[src/rtl/ctl_defs.sv]
// Shared sequencer definitions: opcode values, FSM state encoding and the strobe
// vector bit positions used by both the datapath and the bench.
package ctl_defs;

  localparam logic [2:0] OPC_HLT = 3'd0;
  localparam logic [2:0] OPC_SKZ = 3'd1;
  localparam logic [2:0] OPC_ADD = 3'd2;
  localparam logic [2:0] OPC_AND = 3'd3;
  localparam logic [2:0] OPC_XOR = 3'd4;
  localparam logic [2:0] OPC_LDA = 3'd5;
  localparam logic [2:0] OPC_STO = 3'd6;
  localparam logic [2:0] OPC_JMP = 3'd7;

  typedef enum logic [3:0] {
    ST_IDLE   = 4'd0,
    ST_FETCH  = 4'd1,
    ST_DECODE = 4'd2,
    ST_OPRD   = 4'd3,
    ST_ACC    = 4'd4,
    ST_STORE  = 4'd5,
    ST_STHOLD = 4'd6,
    ST_JUMP   = 4'd7,
    ST_SKIP   = 4'd8,
    ST_HALT   = 4'd9
  } state_e;

  localparam int STB_INC_PC       = 0;
  localparam int STB_LOAD_ACC     = 1;
  localparam int STB_LOAD_PC      = 2;
  localparam int STB_RD           = 3;
  localparam int STB_WR           = 4;
  localparam int STB_LOAD_IR      = 5;
  localparam int STB_HALT         = 6;
  localparam int STB_DATA_CTL_ENA = 7;
  localparam int STB_N            = 8;

endpackage

[src/rtl/ctl_wait_timer.sv]
// Memory wait-state watchdog: counts consecutive mem_rdy-low cycles of one transfer.
// timeout is combinational on the held count, so a late mem_rdy still rescues the beat.
module ctl_wait_timer #(
  parameter int WAIT_MAX = 15
) (
  input  logic i_clk,
  input  logic i_rst,
  input  logic i_clear,
  input  logic i_mem_rdy,
  output logic o_timeout
);

  localparam int              CNT_W   = $clog2(WAIT_MAX + 1);
  localparam logic [CNT_W-1:0] CNT_MAX = CNT_W'(WAIT_MAX);

  logic [CNT_W-1:0] r_cnt;

  always_ff @(posedge i_clk or posedge i_rst) begin
    if (i_rst) begin
      r_cnt <= '0;
    end else if (i_clear || i_mem_rdy) begin
      r_cnt <= '0;
    end else if (r_cnt != CNT_MAX) begin
      r_cnt <= r_cnt + CNT_W'(1);
    end
  end

  assign o_timeout = !i_clear && !i_mem_rdy && (r_cnt == CNT_MAX);

endmodule

[src/rtl/ctl_sequencer.sv]
// Instruction-control sequencer: multi-beat fetch, decode, execute with mem_rdy wait states,
// bus timeout to HALT and go/run resume. Strobes decode from registered state (inc_pc in FETCH is Mealy).
module ctl_sequencer
  import ctl_defs::*;
#(
  parameter  int OPC_W       = 3,
  parameter  int FETCH_BEATS = 2,
  parameter  int WAIT_MAX    = 15,
  localparam int BEAT_W      = (FETCH_BEATS > 1) ? $clog2(FETCH_BEATS) : 1
) (
  input  logic              i_clk,
  input  logic              i_rst,
  input  logic              i_run,
  input  logic              i_go,
  input  logic              i_zero,
  input  logic [OPC_W-1:0]  i_opcode,
  input  logic              i_mem_rdy,
  output logic              o_inc_pc,
  output logic              o_load_acc,
  output logic              o_load_pc,
  output logic              o_rd,
  output logic              o_wr,
  output logic              o_load_ir,
  output logic              o_halt,
  output logic              o_data_ctl_ena,
  output logic [BEAT_W-1:0] o_ir_beat,
  output logic              o_illegal,
  output logic              o_bus_err,
  output logic              o_busy
);

  localparam logic [BEAT_W-1:0] BEAT_LAST = BEAT_W'(FETCH_BEATS - 1);

  state_e            r_state;
  logic [BEAT_W-1:0] r_beat_cnt;
  logic              r_illegal;
  logic              r_bus_err;

  state_e            w_next;
  logic              w_timeout;
  logic              w_tmr_clear;
  logic              w_opc_upper_nz;
  logic [2:0]        w_opc_low;
  logic [STB_N-1:0]  w_stb;
  logic [BEAT_W-1:0] w_ir_beat;

  assign w_next         = i_run ? ST_FETCH : ST_IDLE;
  assign w_opc_upper_nz = (i_opcode >> 3) != '0;
  assign w_opc_low      = i_opcode[2:0];
  assign w_tmr_clear    = !(r_state inside {ST_FETCH, ST_OPRD, ST_STORE});

  ctl_wait_timer #(.WAIT_MAX(WAIT_MAX)) u_wait_timer (
    .i_clk     (i_clk),
    .i_rst     (i_rst),
    .i_clear   (w_tmr_clear),
    .i_mem_rdy (i_mem_rdy),
    .o_timeout (w_timeout)
  );

  always_ff @(posedge i_clk or posedge i_rst) begin
    if (i_rst) begin
      r_state    <= ST_IDLE;
      r_beat_cnt <= '0;
      r_illegal  <= 1'b0;
      r_bus_err  <= 1'b0;
    end else begin
      r_illegal <= 1'b0;
      r_bus_err <= 1'b0;
      case (r_state)
        ST_IDLE: if (i_run) r_state <= ST_FETCH;
        ST_FETCH: begin
          if (i_mem_rdy) begin
            if (r_beat_cnt == BEAT_LAST) begin
              r_beat_cnt <= '0;
              r_state    <= ST_DECODE;
            end else begin
              r_beat_cnt <= r_beat_cnt + BEAT_W'(1);
            end
          end else if (w_timeout) begin
            r_beat_cnt <= '0;
            r_bus_err  <= 1'b1;
            r_state    <= ST_HALT;
          end
        end
        ST_DECODE: begin
          if (w_opc_upper_nz) begin
            r_illegal <= 1'b1;
            r_state   <= w_next;
          end else begin
            case (w_opc_low)
              OPC_HLT:                            r_state <= ST_HALT;
              OPC_SKZ:                            r_state <= i_zero ? ST_SKIP : w_next;
              OPC_ADD, OPC_AND, OPC_XOR, OPC_LDA: r_state <= ST_OPRD;
              OPC_STO:                            r_state <= ST_STORE;
              default:                            r_state <= ST_JUMP;
            endcase
          end
        end
        ST_OPRD: begin
          if (i_mem_rdy) begin
            r_state <= ST_ACC;
          end else if (w_timeout) begin
            r_bus_err <= 1'b1;
            r_state   <= ST_HALT;
          end
        end
        ST_STORE: begin
          if (i_mem_rdy) begin
            r_state <= ST_STHOLD;
          end else if (w_timeout) begin
            r_bus_err <= 1'b1;
            r_state   <= ST_HALT;
          end
        end
        ST_ACC, ST_STHOLD, ST_JUMP: r_state <= w_next;
        // Skip reuses the beat counter to step the PC past one whole instruction.
        ST_SKIP: begin
          if (r_beat_cnt == BEAT_LAST) begin
            r_beat_cnt <= '0;
            r_state    <= w_next;
          end else begin
            r_beat_cnt <= r_beat_cnt + BEAT_W'(1);
          end
        end
        ST_HALT: begin
          if (i_go) begin
            r_state <= ST_FETCH;
          end else if (!i_run) begin
            r_state <= ST_IDLE;
          end
        end
        default: begin
          r_state    <= ST_IDLE;
          r_beat_cnt <= '0;
        end
      endcase
    end
  end

  always_comb begin
    w_stb     = '0;
    w_ir_beat = '0;
    case (r_state)
      ST_FETCH: begin
        w_stb[STB_RD]      = 1'b1;
        w_stb[STB_LOAD_IR] = 1'b1;
        w_stb[STB_INC_PC]  = i_mem_rdy;
        w_ir_beat          = r_beat_cnt;
      end
      ST_OPRD: w_stb[STB_RD] = 1'b1;
      ST_ACC: begin
        w_stb[STB_RD]       = 1'b1;
        w_stb[STB_LOAD_ACC] = 1'b1;
      end
      ST_STORE: begin
        w_stb[STB_WR]           = 1'b1;
        w_stb[STB_DATA_CTL_ENA] = 1'b1;
      end
      ST_STHOLD: w_stb[STB_DATA_CTL_ENA] = 1'b1;
      ST_JUMP:   w_stb[STB_LOAD_PC]      = 1'b1;
      ST_SKIP:   w_stb[STB_INC_PC]       = 1'b1;
      ST_HALT:   w_stb[STB_HALT]         = 1'b1;
      default: ;
    endcase
  end

  assign o_inc_pc       = w_stb[STB_INC_PC];
  assign o_load_acc     = w_stb[STB_LOAD_ACC];
  assign o_load_pc      = w_stb[STB_LOAD_PC];
  assign o_rd           = w_stb[STB_RD];
  assign o_wr           = w_stb[STB_WR];
  assign o_load_ir      = w_stb[STB_LOAD_IR];
  assign o_halt         = w_stb[STB_HALT];
  assign o_data_ctl_ena = w_stb[STB_DATA_CTL_ENA];
  assign o_ir_beat      = w_ir_beat;
  assign o_illegal      = r_illegal;
  assign o_bus_err      = r_bus_err;
  assign o_busy         = !(r_state inside {ST_IDLE, ST_HALT});

endmodule

[config.mk]
export PLATFORM = sky130hd
export DESIGN_NAME = ctl_sequencer
export DESIGN_NICKNAME = d
export VERILOG_FILES = /design/src/rtl/ctl_defs.sv /design/src/rtl/ctl_wait_timer.sv /design/src/rtl/ctl_sequencer.sv
export SDC_FILE = /design/constraint.sdc
export NUM_CORES = 1
export LEC_CHECK = 0
export ABC_AREA = 1
export CAP_MARGIN = 10
export CORE_MARGIN = 2
export CORE_UTILIZATION = 47
export DETAILED_ROUTE_END_ITERATION = 10
export PLACE_DENSITY = 0.78
export SETUP_SLACK_MARGIN = 0.02
export SYNTH_ARGS = -nofsm -noshare
export SYNTH_HDL_FRONTEND = slang
export SYNTH_SLANG_ARGS = --single-unit
[constraint.sdc]
create_clock -name i_clk -period 1.4 [get_ports i_clk]
set_input_delay 0.28 -clock i_clk [delete_from_list [all_inputs] [get_ports i_clk]]
set_output_delay 0.28 -clock i_clk [all_outputs]
set_load 0.02 [all_outputs]
; ---- Word-level counts from Yosys, hierarchy flattened
; Index checks and enable logic that the tools add are counted.
[word_totals]
regBits = 10
latchBits = 0
ramBits = 0
rom_bits = 0
input_bits = 9
output_inout_bits = 12
memories = 0
[classes]
add_sub_neg = 2
n_mul = 0
div = 0
n_lt_le_gt_ge = 0
eq_ne = 22
n_shift = 0
n_mux = 31
bitwise = 1
n_reduce_logical = 19
[ops]
columns = operator, count
row1 = $mux W4, 12
row2 = $pmux W4 S8, 1
row3 = $eq A4 B3 Y1 const B, 4
row4 = $pmux W4 S4, 1
row5 = $mux W1, 15
row6 = $eq A4 B4 Y1 const B, 3
row7 = $eq A3 B3 Y1 const B, 3
row8 = $reduce_or A3 Y1, 3
row9 = $eq A4 B2 Y1 const B, 2
row10 = $reduce_or A8 Y1, 1
row11 = $eq A3 B2 Y1 const B, 2
row12 = $ne A3 B3 Y1 const B, 2
row13 = $add A4 B1 Y4 const B, 1
row14 = $eq A4 B1 Y1 const B, 1
row15 = $logic_not A4 Y1, 1
row16 = $ne A2 B2 Y1 const B, 2
row17 = $ne A4 B4 Y1 const B, 1
row18 = $reduce_and A4 Y1, 1
row19 = $reduce_bool A2 Y1, 2
row20 = $reduce_or A4 Y1, 1
row21 = $eq A3 B1 Y1 const B, 1
row22 = $logic_not A1 Y1, 3
row23 = $logic_not A3 Y1, 1
row24 = $ne A3 B2 Y1 const B, 1
row25 = other kinds (9), 10

; ---- Logic depth before layout (Yosys ltp)
; Gate-level depths: netlist of run 1.
[logic_depth]
word_depth = 7
depth_mapped = 9
ltp_nobuf = 9

; ---- Hierarchy
; Synthesis of run 1 repeated with hierarchy kept, for this count alone.
[unflattened]
cells_unflattened = 122
hier_area_um2 = 794.5
[modules_own_cells]
columns = module, n_inst, cells_per_inst, area_per_inst_um2
row1 = ctl_sequencer, 1, 93, 556.8
row2 = ctl_wait_timer, 1, 29, 237.7

; ---- Least setup slack after synthesis of run 1
; Ideal clock, no wire load.
[synth_timing]
path_type = register -> output
from = reg r_state[0]
to = out o_inc_pc
arrival_ns = 1.212
required_time_ns = 1.120
slack_ns = -0.092
path_stages_with_launch = 5
path_buffers = 0
path_cell_list = dfrtp_1 -> inv_1 -> nor2_1 -> nand2_1 -> o21ai_0
[synth_between]
elab_chain_cells = 2
word_cells_on_any_way = 3
[synth_lines]
columns = item, line
row1 = from (decl), ctl_sequencer.sv:34  ; state_e r_state;
row2 = from (signal assigned), ctl_sequencer.sv:88  ; r_state <= w_next;
row3 = from (signal assigned), ctl_sequencer.sv:92  ; OPC_SKZ: r_state <= i_zero ? ST_SKIP : w_next;
row4 = from (signal assigned), ctl_sequencer.sv:115  ; ST_ACC, ST_STHOLD, ST_JUMP: r_state <= w_next;
row5 = $eq A4 B4 Y1 or $eq A4 B1 Y1 (tied branches), ctl_sequencer.sv:143  ; case (r_state)
row6 = $pmux W1 S2 *, ctl_sequencer.sv:143
row7 = to (decl), ctl_sequencer.sv:18  ; output logic o_inc_pc,
; Every way passes the cells marked *; elsewhere a longest branch is shown, timed or not.

; ---- Final worst setup path of run 1
[layout_timing]
from = reg r_state[2]
to = reg r_state[0]
[layout_between]
elab_chain_cells = 7
word_cells_on_any_way = 24
[layout_lines]
columns = item, line
row1 = $eq A4 B1 Y1 (tied with other cells), "ctl_sequencer.sv:50, ctl_sequencer.sv:69"
row2 = $reduce_bool A3 Y1, ctl_sequencer.sv:50  ; assign w_tmr_clear = !(r_state inside {ST_FETCH, ST_OPRD, ST_STORE});
row3 = $logic_and A1 B1 Y1 (2 in a row), ctl_wait_timer.sv:28  ; assign o_timeout = !i_clear && !i_mem_rdy && (r_cnt == CNT_MAX);
row4 = $mux W4, --
row5 = $mux W4 (on tied branches), --
row6 = $pmux W4 S8, ctl_sequencer.sv:69  ; case (r_state)
; Several ways; a longest one is shown, not always the timed one.
; A chain may end at the register's enable or synchronous reset.

==> results.yml, run 1 <==
power:
  p_leak_uw: 0.000761
  ir_worst_vdd_mv: 1.94
  p_per_area_mw_per_mm2: 1990
logic_synthesis:
  ys_top_cells_by_count: "nand2_1 (31), nor2_1 (17), inv_1 (16)"
  yosys_warnings: 0
  ys.flop_type: "dfrtp_1"
  synth_top_area_share: 0.319
  yosysSeqAreaShare: 0.319
  synth_most_common_cell: "nand2_1"
  ys_types: 24
  syn_nets: 131
  synth-seq-cells: 10
  synth-edff-count: 0
  ys_async_sr_fraction: 1.00
  avgSynthCellArea_um2: 6.47
  synthTopCellsByArea: "dfrtp_1 (32%), nand2_1 (15%), nor2_1 (8.1%)"
  yosysTopAreaCell: "dfrtp_1"
  synth_cells: 121
  netlist_area_um2: 783
placement:
  hpwlAfterDp_mm: 1.83
  gp_congestion: 0.872
  place_area_mm2: 0.00117
  numPortBuffers: 19
hold_path:
  min_path_type: "input pin to asynchronous set/reset pin"
routing:
  drtIter0Drc: 47
  wl_per_cell_um: 18.5
  vias_per_cell: 5.59
  drtAntennaViolNets: 0
  dr.pass1.iters: 4
  via_count: 1117
  drc_errors: 0
  wirelength_mm: 3.70
timing:
  tns_ns: -3.37
  clock_skew_ns: 0.00479
  hold_viol: 0
  setup_ws_ns: -0.290
  rsz0062_at_grt: "yes"
  finalMaxSlewViolations: 0
  setup_violations: 19
  finalCritPeriodShare: 1.21
  fmax_ghz: 0.592
  fin_crit_ns: 1.69
clock_network:
  cts_tree: "done"
  clk_latency_ns: 0.26
  clk_path_buf_depth: 2
  cts-root-buf: "clkbuf_4"
  clkSlewWorstSetupHoldPaths_ns: 0.06
  cts.sinks: 10
  numCtsBuffers: 3
  cts_max_level: 1
  ctsHoldBuffers: 0
die:
  io_pins: 21
  initial_core_util: 0.508
  die_y_um: 44.8
  die_x_um: 44.8
  die-area_mm2: 0.00201
  rows: 14
  fp.coreArea_mm2: 0.00154
global_routing:
  grt_pass1_wl_mm: 4.15
  antenna_found_initial: 0
  grt-ovfl-total: 0
  grt_pass1_vias: 1004
  grt_max_degree: 11
  grt_usage: 0.288
run:
  maxCapViolCount: 0
critical_path:
  startpoint: "r_state[2]"
  critical_path_buf_inv_count: 6
  endpoint_kind: "flop"
  cp.required_ns: 1.55
  critPathSlowestCell: "dfrtp_1"
  r2r_slack_ns: -0.29
  r2r_start: "r_state[2]"
  cpMostUsedCell: "buf_4"
  crit_family: "buffers and inverters"
  cp_cell_sequence: "buf_6 -> nor2_2 -> buf_4 -> nand2_2 -> inv_2 -> buf_4 -> buf_4 -> buf_6 -> nand2_4 -> nand4_1 -> nand2_1 -> nand2_1"
  path_max_fanout: 3
  critPathLaunchType: "flop"
  critPathKind: "flop to flop"
  arrival_ns: 1.84
  slowest_delay_ns: 0.41
layout:
  nets: 196
  drive_above_1_share: 0.489
  area_growth_pct: 82.1
  final_util: 0.925
  fin_area_mm2: 0.00143
  antenna_cells: 0
status:
  status: "finished with violations"
  violations: "negative setup slack"
==> cells in the final DEF, fill, tap and decap left out, types with 2 or more instances in the layout <==
| master | count |
|---|---|
| inv_4 | 2 |
| nand3_1 | 10 |
| buf_6 | 9 |
| o21ai_0 | 3 |
| nand2_1 | 27 |
| nor2_4 | 5 |
| inv_2 | 5 |
| clkbuf_4 | 3 |
| dfrtp_1 | 7 |
| inv_1 | 12 |
| a21oi_2 | 2 |
| o21ai_1 | 4 |
| nand2_2 | 6 |
| nand2_4 | 5 |
| dfrtp_2 | 3 |
| nand4_1 | 2 |
| nor2_1 | 12 |
| clkdlybuf4s50_1 | 8 |
| nor2_2 | 2 |
| buf_4 | 43 |
| a21oi_1 | 3 |
==> where the power goes <==
part           internal, µW  leakage, µW  switching [µW]
combinational          1020     0.000618            1170
clock                  99.2    0.0000138            96.3
sequential              366     0.000130            90.1
==> worst paths after layout <==
path / endpoint / cells after the start
hold / removal: r_state[2] / 2
min in group i_clk: r_beat_cnt / 2
hold reg to reg: r_beat_cnt / 2
setup / recovery: r_state[0] / 12
max in group asynchronous: r_state[0] / 2
setup reg to reg: r_state[0] / 12
==> sequential cells by signal, summed over array words and instances, names as in the netlist <==
| signal | cells |
|---|---|
| o_bus_err | 1 |
| r_state | 4 |
| r_beat_cnt | 1 |
| u_wait_timer.r_cnt | 4 |
==> metrics by stage <==
step	cells	setup slack (ns)	total power, µW	hold WS, ns
global placement	180	-0.443	1920	0.483
finish	200	-0.290	2840	0.312
CTS	196	-0.239	2450	0.313
detailed placement	180	-0.469	1960	0.507
global route	200	-0.314	2960	0.330
floorplan	121	0.0454	1230	0.120
==> cell families after synthesis <==
group           after synthesis  share of synthesized area
simple gates                 73                      0.447
other cells                   1                    0.00479
flops                        10                      0.319
compound gates               13                     0.0847
buf+inv                      21                      0.105
fa+ha+maj                     1                     0.0160
xor+xnor                      2                     0.0224
==> cell type report <==
cell class	count	area, µm²
flip-flops and latches	10	254
fillers	59	115
repair buffers	61	513
multi-input cells	90	537
inverters	20	80.1
well taps	16	20.0
clock buffers	3	22.5
==> layer usage <==
metal,global-route usage,share of wire,vias up
met4,0.100,0.042,0
li1,-,-,506
met5,0,0,-
met1,0.321,0.37,538
met2,0.530,0.53,59
met3,0.0680,0.062,14
==> timing repair <==
item,4_1_cts,5_1_grt
endpoints found under the setup margin,14,20
hold endpoints to repair,0,0
gates resized for setup,72,19
setup buffers,13,4
pin swaps,3,3
Power figures use the tool's default switching activity.
==> run 2: changes to the inputs <==
--- a/config.mk
+++ b/config.mk
@@ -7,10 +7,13 @@
 export LEC_CHECK = 0
 export ABC_AREA = 1
 export CAP_MARGIN = 10
+export CELL_PAD_IN_SITES_DETAIL_PLACEMENT = 0
+export CELL_PAD_IN_SITES_GLOBAL_PLACEMENT = 2
+export CORE_ASPECT_RATIO = 1.25
 export CORE_MARGIN = 2
-export CORE_UTILIZATION = 47
+export CORE_UTILIZATION = 24
 export DETAILED_ROUTE_END_ITERATION = 10
-export PLACE_DENSITY = 0.78
+export PLACE_DENSITY_LB_ADDON = 0.1
 export SETUP_SLACK_MARGIN = 0.02
 export SYNTH_ARGS = -nofsm -noshare
 export SYNTH_HDL_FRONTEND = slang
==> results.yml, run 2 (synthesis gave the netlist of run 1 again) <==
status:
  status: "finished with violations"
  violations: "negative setup slack"
timing:
  fmax_ghz: 0.646
  clock_skew_ns: 0.00370
  whs_ns: 0.331
  rsz0062_at_grt: "yes"
  setup_violations: 15
  finalCritPeriodShare: 1.11
  fin_crit_ns: 1.55
  setup_ws_ns: -0.148
  finalMaxSlewViolations: 0
  hold_viol: 0
routing:
  dr.pass1.iters: 4
  drc_errors: 0
  via_count: 984
  wirelength_mm: 2.68
  vias_per_cell: 4.53
  drtIter0Drc: 8
  drtAntennaViolNets: 0
  wl_per_cell_um: 12.4
layout:
  fin_area_mm2: 0.00153
  layout_commonest_cell: "buf_4"
  antenna_cells: 0
  nets: 191
  nFillCells: 331
  largest_registers: "r_state: 4 flops, u_wait_timer.r_cnt: 4 flops"
  most-common-layout-cells: "buf_4 (36), nand2_1 (22), inv_1 (12), nand2_2 (11), buf_6 (9)"
  drive_above_1_share: 0.567
  area_growth_pct: 95.5
clock_network:
  clk_latency_ns: 0.24
  numCtsBuffers: 3
  clk_path_buf_depth: 2
  cts_max_level: 1
  clkSlewWorstSetupHoldPaths_ns: 0.05
  cts_tree: "done"
  ctsHoldBuffers: 0
  cts-root-buf: "clkbuf_8"
  cts.sinks: 10
global_routing:
  grt_pass1_wl_mm: 4.26
  antenna_found_initial: 0
  grt_usage: 0.159
  grt_pass1_vias: 1024
  grt_max_degree: 11
  grt-ovfl-total: 0
critical_path:
  slowest_delay_ns: 0.42
  critPathLaunchType: "flop"
  cp_cell_sequence: "inv_2 -> nor2_1 -> nand2_1 -> o21ai_2 -> buf_4"
  arrival_ns: 1.27
  critPathKind: "flop to output port"
  critPathSlowestCell: "dfrtp_2"
  endpoint_kind: "output port"
  path_max_fanout: 5
  crit_family: "flip-flops"
  critical_path_buf_inv_count: 2
  cp.required_ns: 1.12
die:
  initial_core_util: 0.247
  io_pins: 21
  fp.coreArea_mm2: 0.00317
  rows: 23
  die_x_um: 55.1
  die-area_mm2: 0.00374
  die_y_um: 67.9
placement:
  hpwlAfterDp_mm: 2.09
  numPortBuffers: 19
  gp_congestion: 0.769
  place_area_mm2: 0.00123
power:
  power.share.sequential: 0.159
  power_frac_clock: 0.123
  p_sw_frac: 0.440
  p_sw_uw: 1300
  pwr-share-comb: 0.719
  p_per_area_mw_per_mm2: 1930
  p_leak_uw: 0.000771
  p_int_uw: 1650
  ir_worst_vdd_mv: 0.850
hold_path:
  min_path_type: "input pin to asynchronous set/reset pin"
run:
  maxCapViolCount: 0
[run 2: changes by cell type in the layout (fill, tap and decap cells not counted), moves of 3 or more]
cell | previous run | this run
buf_4 | 43 | 36
clkbuf_4 | 3 | 0
clkbuf_8 | 0 | 4
nand2_1 | 27 | 22
nand2_2 | 6 | 11
nand3_1 | 10 | 7
nor2_1 | 12 | 8
nor2_4 | 5 | 8
o21ai_2 | 0 | 3
[run 2: timing repair]
item / CTS / global route
pin swaps: 12 / 14
hold endpoints to repair: 0 / 0
resized for setup: 77 / 34
setup endpoints to repair: 17 / 20
setup buffers: 8 / 1
[run 2: worst paths after layout]
check / slack, ns / start / to / depth (start not counted)
setup / recovery: -0.15 / r_state[3] / o_inc_pc / 5
hold / removal: 0.33 / i_rst / r_beat_cnt / 2
setup reg to reg: -0.08 / r_state[3] / r_state[2] / 10
hold reg to reg: 0.47 / r_beat_cnt / r_beat_cnt / 2
max in group asynchronous: 0.75 / i_rst / r_state[0] / 2
min in group i_clk: 0.47 / r_beat_cnt / r_beat_cnt / 2
[run 2: metal layers]
metal / wire length, µm / part of all wire / vias up / global-route usage
met5: 0 / 0 / - / 0
met1: 1010 / 0.38 / 460 / 0.174
met4: 51 / 0.019 / 0 / 0.0701
li1: - / - / 501 / -
met2: 1560 / 0.58 / 19 / 0.302
met3: 54 / 0.020 / 4 / 0.00873
[run 2: area by class of cell]
cell class | count | area, µm² | area share
Multi-Input combinational cell | 90 | 612 | 0.400
Timing Repair Buffer | 56 | 485 | 0.317
Sequential cell | 10 | 255 | 0.167
Inverter | 20 | 77.6 | 0.0507
Clock buffer | 4 | 55.1 | 0.0359
Tap cell | 37 | 46.3 | 0.0302
[run 2: power by group through the flow]
stage / Combinational, µW / Sequential (µW) / Clock, µW
finish: 2120 / 469 / 362
global route: 2310 / 477 / 382
CTS: 1900 / 442 / 371
detailed placement: 1570 / 430 / 0
global placement: 1560 / 428 / 0
floorplan: 789 / 440 / 0
[run 2: stage by stage]
step	util	total power (µW)	setup slack [ns]	std cells	setup TNS, ns
6_report	0.484	2950	-0.148	217	-1.34
5_1_grt	0.484	3170	-0.205	217	-2.37
4_1_cts	0.447	2710	-0.188	216	-1.50
3_5_place_dp	0.389	2000	-0.492	205	-3.71
3_3_place_gp	0.389	1990	-0.509	205	-3.89
2_1_floorplan	-	1230	0.0454	121	0
==> run 3: changes to the inputs <==
--- a/config.mk
+++ b/config.mk
@@ -11,10 +11,11 @@
 export CELL_PAD_IN_SITES_GLOBAL_PLACEMENT = 2
 export CORE_ASPECT_RATIO = 1.25
 export CORE_MARGIN = 2
-export CORE_UTILIZATION = 24
+export CORE_UTILIZATION = 22
 export DETAILED_ROUTE_END_ITERATION = 10
 export PLACE_DENSITY_LB_ADDON = 0.1
 export SETUP_SLACK_MARGIN = 0.02
 export SYNTH_ARGS = -nofsm -noshare
 export SYNTH_HDL_FRONTEND = slang
 export SYNTH_SLANG_ARGS = --single-unit
+export TNS_END_PERCENT = 20
==> constraint.sdc (replaced) <==
create_clock -name i_clk -period 1.3 [get_ports i_clk]
set_input_delay 0.26 -clock i_clk [delete_from_list [all_inputs] [get_ports i_clk]]
set_output_delay 0.26 -clock i_clk [all_outputs]
set_load 0.02 [all_outputs]
==> results.yml, run 3 (synthesis gave the netlist of run 1 again) <==
die:
  io_pins: 21
  die_y_um: 70.7
  die_x_um: 57.4
  initial_core_util: 0.227
  fp.coreArea_mm2: 0.00345
  die-area_mm2: 0.00406
  rows: 24
critical_path:
  slowest_delay_ns: 0.43
  critPathKind: "flop to output port"
  cp.required_ns: 1.04
  path_max_fanout: 3
  critPathSlowestCell: "dfrtp_2"
  cpMostUsedCell: "buf_4"
  cp_cell_sequence: "buf_6 -> buf_4 -> nor3_4 -> nor2_1 -> buf_4"
  critPathLaunchType: "flop"
  endpoint_kind: "output port"
  critical_path_buf_inv_count: 3
  crit_family: "flip-flops"
  arrival_ns: 1.33
layout:
  fin_area_mm2: 0.00149
  drive_above_1_share: 0.547
  layout_commonest_cell: "buf_4"
  area_growth_pct: 89.8
  instances_no_fill: 220
  nets: 193
  largest_registers: "r_state: 4 flops, u_wait_timer.r_cnt: 4 flops"
  most-common-layout-cells: "buf_4 (39), nand2_1 (25), inv_1 (10), buf_6 (10)"
  antenna_cells: 0
placement:
  hpwlAfterDp_mm: 2.10
  place_ws_ns: -0.533
  numPortBuffers: 19
  gp_congestion: 0.757
  place_area_mm2: 0.00125
  placedCellCount: 210
timing:
  clock_skew_ns: 0.00433
  finalMaxSlewViolations: 0
  setup_ws_ns: -0.289
  setup_violations: 19
  hold_viol: 0
  finalCritPeriodShare: 1.22
  fmax_ghz: 0.629
  fin_crit_ns: 1.59
  rsz0062_at_grt: "yes"
clock_network:
  clk_latency_ns: 0.24
  clk_path_buf_depth: 2
  cts_tree: "done"
  numCtsBuffers: 3
  cts-root-buf: "clkbuf_8"
  cts.sinks: 10
  cts_max_level: 1
  clkSlewWorstSetupHoldPaths_ns: 0.05
power:
  p_per_area_mw_per_mm2: 2060
  ir_worst_vdd_mv: 0.927
  p_leak_uw: 0.000769
global_routing:
  grt_pass1_wl_mm: 4.53
  grt_usage: 0.148
  antenna_found_initial: 0
  grt_max_degree: 11
  grt-ovfl-total: 0
  grt_pass1_vias: 987
routing:
  drtIter0Drc: 22
  drc_errors: 0
  dr.pass1.iters: 3
  drtAntennaViolNets: 0
  wl_per_cell_um: 12.2
  via_count: 978
  wirelength_mm: 2.69
  vias_per_cell: 4.45
status:
  violations: "negative setup slack"
  status: "finished with violations"
hold_path:
  min_path_type: "input pin to asynchronous set/reset pin"
run:
  maxCapViolCount: 0
-- run 3: changes by cell type in the layout (fill, tap and decap cells not counted), sizes merged --
cell,previous run,this run
buf,47,49
clkbuf,4,3
-- run 3: worst reg2reg max path, stage by stage, from the launching register on --
cell and delay [ns]:
dfrtp_2 0.40, buf_6 0.12, nor2_4 0.04, buf_6 0.12, nand2_2 0.07, inv_2 0.04, buf_4 0.11, buf_4 0.13
nand2_4 0.05, nand4_1 0.14, a21oi_1 0.18
-- run 3: final timing paths --
path | from | endpoint | slack [ns] | cells past startpoint
setup / recovery | r_state[2] | o_busy | -0.29 | 5
hold / removal | i_rst | u_wait_timer.r_cnt[2] | 0.32 | 2
min in group i_clk | r_beat_cnt | r_beat_cnt | 0.49 | 2
setup reg to reg | r_state[2] | r_state[1] | -0.18 | 10
hold reg to reg | r_beat_cnt | r_beat_cnt | 0.49 | 2
max in group asynchronous | i_rst | r_state[3] | 0.64 | 2
-- run 3: repair_timing --
item | CTS | global route
hold buffers | 0 | 0
endpoints found under the hold margin | 0 | 0
endpoints found under the setup margin | 21 | 20
setup buffers | 4 | 3
resized for setup | 71 | 34
pin swaps | 4 | 5
cloned | 0 | 0
-- run 3: report_power, final --
group,switching (µW),internal (µW),total (µW)
sequential,89.6,394,484
combinational,1150,1110,2260
clock,124,203,327
-- run 3: layer usage --
metal  vias to the layer above  global-route usage  share of wire
met5                         -                   0              0
met4                         0              0.0698          0.010
met3                         2              0.0128          0.018
met2                        16               0.287           0.59
met1                       462               0.155           0.38
li1                        498                   -              -
-- run 3: final cells by class --
type	instances	area (µm²)
fillers	378	1970
clock buffers	3	41.3
inverters	20	80.1
well taps	39	48.8
flip-flops and latches	10	254
repair buffers	58	494
multi-input cells	90	568
-- run 3: metrics by stage --
stage	util	total power, µW	hold WS, ns	setup TNS (ns)
5_1_grt	0.430	3320	0.368	-4.31
3_5_place_dp	0.363	2220	0.482	-5.52
4_1_cts	0.394	2750	0.343	-2.97
6_report	0.430	3070	0.324	-3.04
3_3_place_gp	0.363	2220	0.471	-5.56
2_1_floorplan	-	1320	0.100	-0.0635
